## config.mk

```make
export PLATFORM = sky130hd
export DESIGN_NAME = clk_lock_supervisor
export DESIGN_NICKNAME = d
export VERILOG_FILES = /design/src/rtl/clk_lock_supervisor.sv
export SDC_FILE = /design/constraint.sdc
export NUM_CORES = 1
export LEC_CHECK = 0
export CAP_MARGIN = 25
export CORE_ASPECT_RATIO = 1.2
export CORE_MARGIN = 4
export CORE_UTILIZATION = 66
export DETAILED_ROUTE_END_ITERATION = 6
export GPL_ROUTABILITY_DRIVEN = 0
export HOLD_SLACK_MARGIN = 0.1
export PLACE_DENSITY_LB_ADDON = 0.05
export SYNTH_ARGS = -nofsm -noshare
export SYNTH_HDL_FRONTEND = slang
export SYNTH_SLANG_ARGS = --single-unit
export TNS_END_PERCENT = 10
```

## constraint.sdc

```tcl
create_clock -name clk -period 8 [get_ports clk]
set_clock_uncertainty 0.1 [all_clocks]
set_input_delay 1.2 -clock clk [delete_from_list [all_inputs] [get_ports clk]]
set_output_delay 1.2 -clock clk [all_outputs]
set_load 0.1 [all_outputs]
```

## src/rtl/clk_lock_supervisor.sv

```systemverilog
// Per-channel MMCM/PLL lock supervisor: timed reset pulses, lock timeout, bounded retry.
// Optional feature: define CLK_SUP_LOSS_CNT_EN to add per-channel loss-of-lock counters.
module clk_lock_supervisor #(
    parameter int unsigned N_CH         = 4,
    parameter int unsigned SYNC_STAGES  = 2,
    parameter int unsigned RST_CYCLES   = 16,
    parameter int unsigned LOCK_STABLE  = 64,
    parameter int unsigned LOCK_TIMEOUT = 1024,
    parameter int unsigned MAX_RETRY    = 3
) (
    input  logic              clk,
    input  logic              rst,
    input  logic              start,
    input  logic [N_CH-1:0]   lock_in,
    input  logic [N_CH-1:0]   rearm,
    input  logic [N_CH-1:0]   ch_mask,
    output logic [N_CH-1:0]   mmcm_rst,
    output logic [N_CH-1:0]   ch_locked,
    output logic [N_CH-1:0]   ch_fail,
    output logic              all_locked
`ifdef CLK_SUP_LOSS_CNT_EN
    ,
    output logic [8*N_CH-1:0] loss_cnt
`endif
);

    localparam int unsigned CycMax = (RST_CYCLES > LOCK_TIMEOUT) ? RST_CYCLES : LOCK_TIMEOUT;
    localparam int unsigned CycW   = $clog2(CycMax + 1);
    localparam int unsigned StabW  = $clog2(LOCK_STABLE + 1);
    localparam int unsigned RetryW = $clog2(MAX_RETRY + 1);

    localparam logic [2:0] StIdle   = 3'd0;
    localparam logic [2:0] StReset  = 3'd1;
    localparam logic [2:0] StWait   = 3'd2;
    localparam logic [2:0] StLocked = 3'd3;
    localparam logic [2:0] StFailed = 3'd4;

    // Asynchronous assertion, synchronised release.
    logic [1:0] rst_sync_q;
    logic       rst_int;

    always_ff @(posedge clk or posedge rst) begin
        if (rst) begin
            rst_sync_q <= 2'b11;
        end else begin
            rst_sync_q <= {rst_sync_q[0], 1'b0};
        end
    end

    assign rst_int = rst_sync_q[1];

    logic [N_CH-1:0] sync_q [SYNC_STAGES];
    logic [N_CH-1:0] lk;

    always_ff @(posedge clk or posedge rst_int) begin
        if (rst_int) begin
            for (int s = 0; s < SYNC_STAGES; s++) begin
                sync_q[s] <= '0;
            end
        end else begin
            sync_q[0] <= lock_in;
            for (int s = 1; s < SYNC_STAGES; s++) begin
                sync_q[s] <= sync_q[s-1];
            end
        end
    end

    assign lk = sync_q[SYNC_STAGES-1];

    for (genvar i = 0; i < N_CH; i++) begin : g_ch
        logic [2:0]        st_q, st_d;
        logic [CycW-1:0]   cyc_q, cyc_d;
        logic [StabW-1:0]  stab_q, stab_d;
        logic [RetryW-1:0] retry_q, retry_d, retry_inc;
        logic              mrst_q, locked_q, fail_q;

        assign retry_inc = retry_q + 1'b1;

        always_comb begin
            st_d    = st_q;
            cyc_d   = cyc_q;
            stab_d  = stab_q;
            retry_d = retry_q;
            if (!start) begin
                st_d    = StIdle;
                cyc_d   = '0;
                stab_d  = '0;
                retry_d = '0;
            end else begin
                case (st_q)
                    StIdle: begin
                        st_d    = StReset;
                        cyc_d   = '0;
                        retry_d = '0;
                    end
                    StReset: begin
                        if (cyc_q == CycW'(RST_CYCLES - 1)) begin
                            st_d   = StWait;
                            cyc_d  = '0;
                            stab_d = '0;
                        end else begin
                            cyc_d = cyc_q + 1'b1;
                        end
                    end
                    StWait: begin
                        cyc_d  = cyc_q + 1'b1;
                        stab_d = lk[i] ? stab_q + 1'b1 : '0;
                        // Stability is tested first so it wins a same-cycle timeout.
                        if (lk[i] && stab_q == StabW'(LOCK_STABLE - 1)) begin
                            st_d = StLocked;
                        end else if (cyc_q == CycW'(LOCK_TIMEOUT - 1)) begin
                            retry_d = retry_inc;
                            cyc_d   = '0;
                            stab_d  = '0;
                            st_d    = (retry_inc == RetryW'(MAX_RETRY)) ? StFailed : StReset;
                        end
                    end
                    StLocked: begin
                        if (!lk[i]) begin
                            st_d    = StReset;
                            retry_d = '0;
                            cyc_d   = '0;
                            stab_d  = '0;
                        end
                    end
                    StFailed: begin
                        if (rearm[i]) begin
                            st_d    = StReset;
                            retry_d = '0;
                            cyc_d   = '0;
                        end
                    end
                    default: st_d = StIdle;
                endcase
            end
        end

        always_ff @(posedge clk or posedge rst_int) begin
            if (rst_int) begin
                st_q     <= StIdle;
                cyc_q    <= '0;
                stab_q   <= '0;
                retry_q  <= '0;
                mrst_q   <= 1'b1;
                locked_q <= 1'b0;
                fail_q   <= 1'b0;
            end else begin
                st_q     <= st_d;
                cyc_q    <= cyc_d;
                stab_q   <= stab_d;
                retry_q  <= retry_d;
                mrst_q   <= (st_d == StIdle) || (st_d == StReset) || (st_d == StFailed);
                locked_q <= (st_d == StLocked);
                fail_q   <= (st_d == StFailed);
            end
        end

        assign mmcm_rst[i]  = mrst_q;
        assign ch_locked[i] = locked_q;
        assign ch_fail[i]   = fail_q;

`ifdef CLK_SUP_LOSS_CNT_EN
        logic       loss_ev;
        logic [7:0] loss_q;

        assign loss_ev = start && (st_q == StLocked) && !lk[i];

        always_ff @(posedge clk or posedge rst_int) begin
            if (rst_int) begin
                loss_q <= '0;
            end else if (rearm[i]) begin
                loss_q <= '0;
            end else if (loss_ev && loss_q != 8'hFF) begin
                loss_q <= loss_q + 1'b1;
            end
        end

        assign loss_cnt[8*i +: 8] = loss_q;
`endif
    end

    always_ff @(posedge clk or posedge rst_int) begin
        if (rst_int) begin
            all_locked <= 1'b0;
        end else begin
            all_locked <= (|ch_mask) && (&(ch_locked | ~ch_mask));
        end
    end

endmodule

```

After elaboration in Yosys (flattened, before gate mapping)
Index checks and enable logic that the tools add are counted.

operators by class
  reduce and logical (&&, ||, !) cells = 35
  add/subtract/negate cells = 12
  bitwise operators = 2
  eq/ne operators = 76
  muxes and demuxes = 112

operator list
  kind                     count
  $mux W11                 24
  $pmux W11 S5             4
  $mux W7                  24
  $mux W3                  28
  $pmux W7 S3              4
  $ne A3 B3 Y1 const B     20
  $pmux W3 S5              4
  $add A11 B1 Y11 const B  4
  $eq A11 B10 Y1 const B   4
  $eq A11 B4 Y1 const B    4
  $mux W2                  20
  $eq A3 B2 Y1 const B     12
  $pmux W2 S4              4
  $add A7 B1 Y7 const B    4
  $eq A7 B6 Y1 const B     4
  $eq A3 B1 Y1 const B     8
  $eq A3 B3 Y1 const B     8
  $logic_not A3 Y1         8
  $ne A6 B1 Y1 const B     4
  $reduce_and A3 Y1        8
  $ne A5 B1 Y1 const B     4
  $reduce_and A5 Y1        4
  $ne A4 B1 Y1 const B     4
  $add A2 B1 Y2 const B    4
  7 further kinds          21

storage, ports and cells
  output and inout bits = 13
  flip-flop bits (word level) = 115

Longest topological paths before layout
  word-level depth = 10
  depth in mapped cells = 7
  depth with buffers taken out = 6

Worst setup path before layout
OpenSTA, ideal clock, no wires.

  path type = input to register
  start = input port start
  end = register g_ch[0].cyc_q[3]
  buffers on the path = 4
  cell stages on the path = 6
  setup time = 0.067 ns
  slack = 5.404 ns
  required time = 7.833 ns
  arrival time = 2.429 ns
  path through = clkbuf_1 > clkbuf_1 > clkbuf_1 > clkbuf_1 > o221ai_1 > nand2_1

between the ends
  word-level cells in the longest chain between the ends = 2

RTL lines
  what                                                    line  source
  from (decl)                                             13    input logic start,
  $ne A6 B1 Y1 (no line) or $ne A3 B3 Y1 (tied branches)  n/a
  $reduce_and A3 Y1 (no line)                             n/a
  to (signal assigned)                                    149   cyc_q <= cyc_d;
  to (decl)                                               72    logic [CycW-1:0] cyc_q, cyc_d;

Several ways; a longest one is shown, not always the timed one.
A chain may end at the register's enable or synchronous reset.

Worst setup path after layout
  start = register g_ch[1].mrst_q
  end = output port mmcm_rst[1]

RTL lines
  what                    line  source
  from (decl)             75    logic mrst_q, locked_q, fail_q;
  from (signal assigned)  152   mrst_q <= (st_d == StIdle) || (st_d == StReset) || (st_d == StFailed);
  to (decl)               17    output logic [N_CH-1:0] mmcm_rst,

No word-level cell between the ends.

==> impl_results.md <==
- Status: finished, final reports clean
- Ports: 28
- Largest net degree at the start of global routing: 73
- Starting DRT DRC Count: 375
- P_sw: 296 uW
- Final setup fails: 0
- Share of power burned in combinational logic: 4.9%
- Latest clock arrival within the worst-skew pair: 410 ps
- Crit Path Max Fanout: 1
- Crit path DAT: 2040 ps
- Fraction of registers with async set/reset: 100%
- Routed vias/inst: 6.29
- Yosys top cell area share: 41.9%
- Flop pwr share: 43.1%
- Max Freq: 299 MHz
- Post-place setup slack: 4730 ps
- Via count: 5,435
- DRC Markers: 0
- Placed Cells: 834
- Final nets: 757
- Hold buffer count at CTS: 0
- Cell taking the most area after synthesis: dfrtp_1
- Max-slew violations: 0
- Worst endpoint required time: 6700 ps
- Crit share post-route: 41.8%
- Initial antenna violation count: 0
- CP top delay family: buffers and inverters
- PwrDens: 191 nW/um2
- Syn_nets: 746
- Vias in the first global route: 5,403
- Slew @ Worst Pin: 976 ps
- Num CTS Buffers: 17
- Sw Share: 21.2%
- Diode count: 0
- Worst Path Buf+Inv: 1
- Unrepaired setup endpoints after global routing: false
- Post-Syn Area: 6510 um2
- Top_reg_cell synth: dfrtp_1
- Crit end category: output port
- Die Y: 117 um
- Slew HR: 34.7%
- Buffers on Ports: 27
- EDFF count, synth: 0
- Setup CP Type: reg -> out
- TNS Setup: 0 ps
- Setup bufs post-CTS: 0
- CTS Sinks: 115
- First-pass GRT wire length: 24,500 um
- Share of cells above drive strength 1: 7.69%
- Syn Area/Cell: 9.05 um2
- CP max-delay cell: clkdlybuf4s50_1
- Final Critical Period: 3340 ps
- Setup ws final: 4660 ps
- Post-route ant nets: 0
- Post-CTS resize count: 0
- Syn. warnings: 0
- CP Cell Sequence: clkdlybuf4s50_1
- Most frequent cell after synthesis: dfrtp_1
- Top cells by count, synth: 109 x dfrtp_1, 97 x nand2_1, 53 x o21ai_0
- Hold crit path type: reg -> async
- Routed wire per std cell: 16.0 um
- Site Rows: 39
- Clock power share: 52.0%
- Initial Utilization: 68.0%
- P&R area growth vs syn: 12.7%
- Root buffer cell: clkbuf_16
- Max VDD drop: 0.145 mV
- CP max stage delay: 1130 ps
- Cells after Synth: 719
- Clock-pin slew on the worst setup and hold paths: 50 ps
- Total GRT Usage: 25.8%
- Core ar.: 9560 um2
- Yosys reg bits: 115
- Clock Tree Buf Depth: 2
- # H-tree levels: 4
- GRT overflow: 0
- Post-Layout Cell Count: 864
- Startpoint types: flop
- Die area: 11,500 um2
- Sequential fraction of the synthesis area: 44.3%
- DRT Wirelength: 13,800 um
- Internal power: 1.10 mW
- Hold Vio Cnt, Final: 0
- Dpl hpwl: 9300 um
- Static Leak: 3.07 nW
- Reg-to-reg slack, setup: 5230 ps
- Fillers: 652
- Die Wd: 98.6 um
- Top post-synthesis cells by area: dfrtp_1 42%, nand2_1 5.6%, o21ai_0 4.1%
- First-pass iteration count of the detailed router: 6
- Number of max-cap violations: 0
- CTS tree: done
- Post-synth cell types: 79
## cells by family (layout without fill, tap and decap cells)
family | Yosys count | after routing | share of synthesized area (%)
other cells | 1 | 1 | 0.0576
xor+xnor | 14 | 14 | 1.88
flops | 115 | 115 | 44.3
compound gates | 189 | 189 | 19.5
fa+ha+maj | 12 | 12 | 2.31
simple gates | 309 | 309 | 25.4
mux | 12 | 12 | 1.90
buf+inv | 67 | 89 | 4.60
## flip-flops by register name, summed over array words and instances, names as in the netlist
name	count
g_ch.retry_q	8
g_ch.locked_q	4
g_ch.mrst_q	4
rst_sync_q	2
all_locked	1
g_ch.st_q	12
sync_q	4
g_ch.stab_q	28
lk	4
g_ch.fail_q	4
g_ch.cyc_q	44
## placed cells by master, fill, tap and decap left out, drive strengths merged, types with 12 or more instances in the layout
| cell type | n |
|---|---|
| a21oi | 28 |
| and2 | 15 |
| clkbuf | 25 |
| clkdlybuf4s50 | 26 |
| dfrtp | 109 |
| ha | 12 |
| inv | 28 |
| nand2 | 97 |
| nand2b | 18 |
| nand3 | 36 |
| nor2 | 29 |
| nor2b | 21 |
| nor3 | 18 |
| nor4 | 12 |
| o211ai | 12 |
| o21ai | 54 |
## metal layers
metal	wire (um)	share of wire, %	vias up	track usage [%]
li1	-	-	2637	-
met1	6010	43	2625	32.7
met2	7060	51	154	44.1
met3	590	4.3	19	5.10
met4	171	1.2	0	10.1
met5	0	0	-	0
## per-stage QoR
stage               hold WS, ps  instance area (um2)  power (mW)  utilization [%]
floorplan                   231                 6510       0.659                -
global placement            232                 6770       0.678             70.7
detailed placement          236                 6770       0.680             70.7
CTS                         247                 7340        1.41             76.7
global route                256                 7340        1.45             76.7
finish                      245                 7340        1.40             76.7
## power groups by stage
stage / clock network, mW / logic [mW] / registers (mW)
floorplan: 0 / 0.0535 / 0.605
global placement: 0 / 0.0672 / 0.611
detailed placement: 0 / 0.0690 / 0.611
CTS: 0.737 / 0.0698 / 0.602
global route: 0.768 / 0.0785 / 0.603
finish: 0.727 / 0.0691 / 0.602
## area by class of cell
cell class / instances / area [um2] / area share (%)
sequential: 115 / 2890 / 39.3
clock inverter: 5 / 75.1 / 1.02
timing repair buffer: 31 / 295 / 4.03
tap: 123 / 154 / 2.10
inverter: 28 / 108 / 1.47
clock buffer: 25 / 495 / 6.75
multi-input combinational: 537 / 3320 / 45.3
## path summary, 6_finish.rpt
check,from,end,cells past startpoint
max reg2reg,g_ch[0].cyc_q[0],g_ch[0].cyc_q[2],6
min,rst_sync_q[1],g_ch[1].fail_q,1
min in group clk,sync_q[6],lk[2],0
max in group asynchronous,rst_sync_q[1],g_ch[3].cyc_q[3],2
max,g_ch[1].mrst_q,mmcm_rst[1],1
min reg2reg,rst_sync_q[1],g_ch[1].fail_q,1
Power figures use the tool's default switching activity.
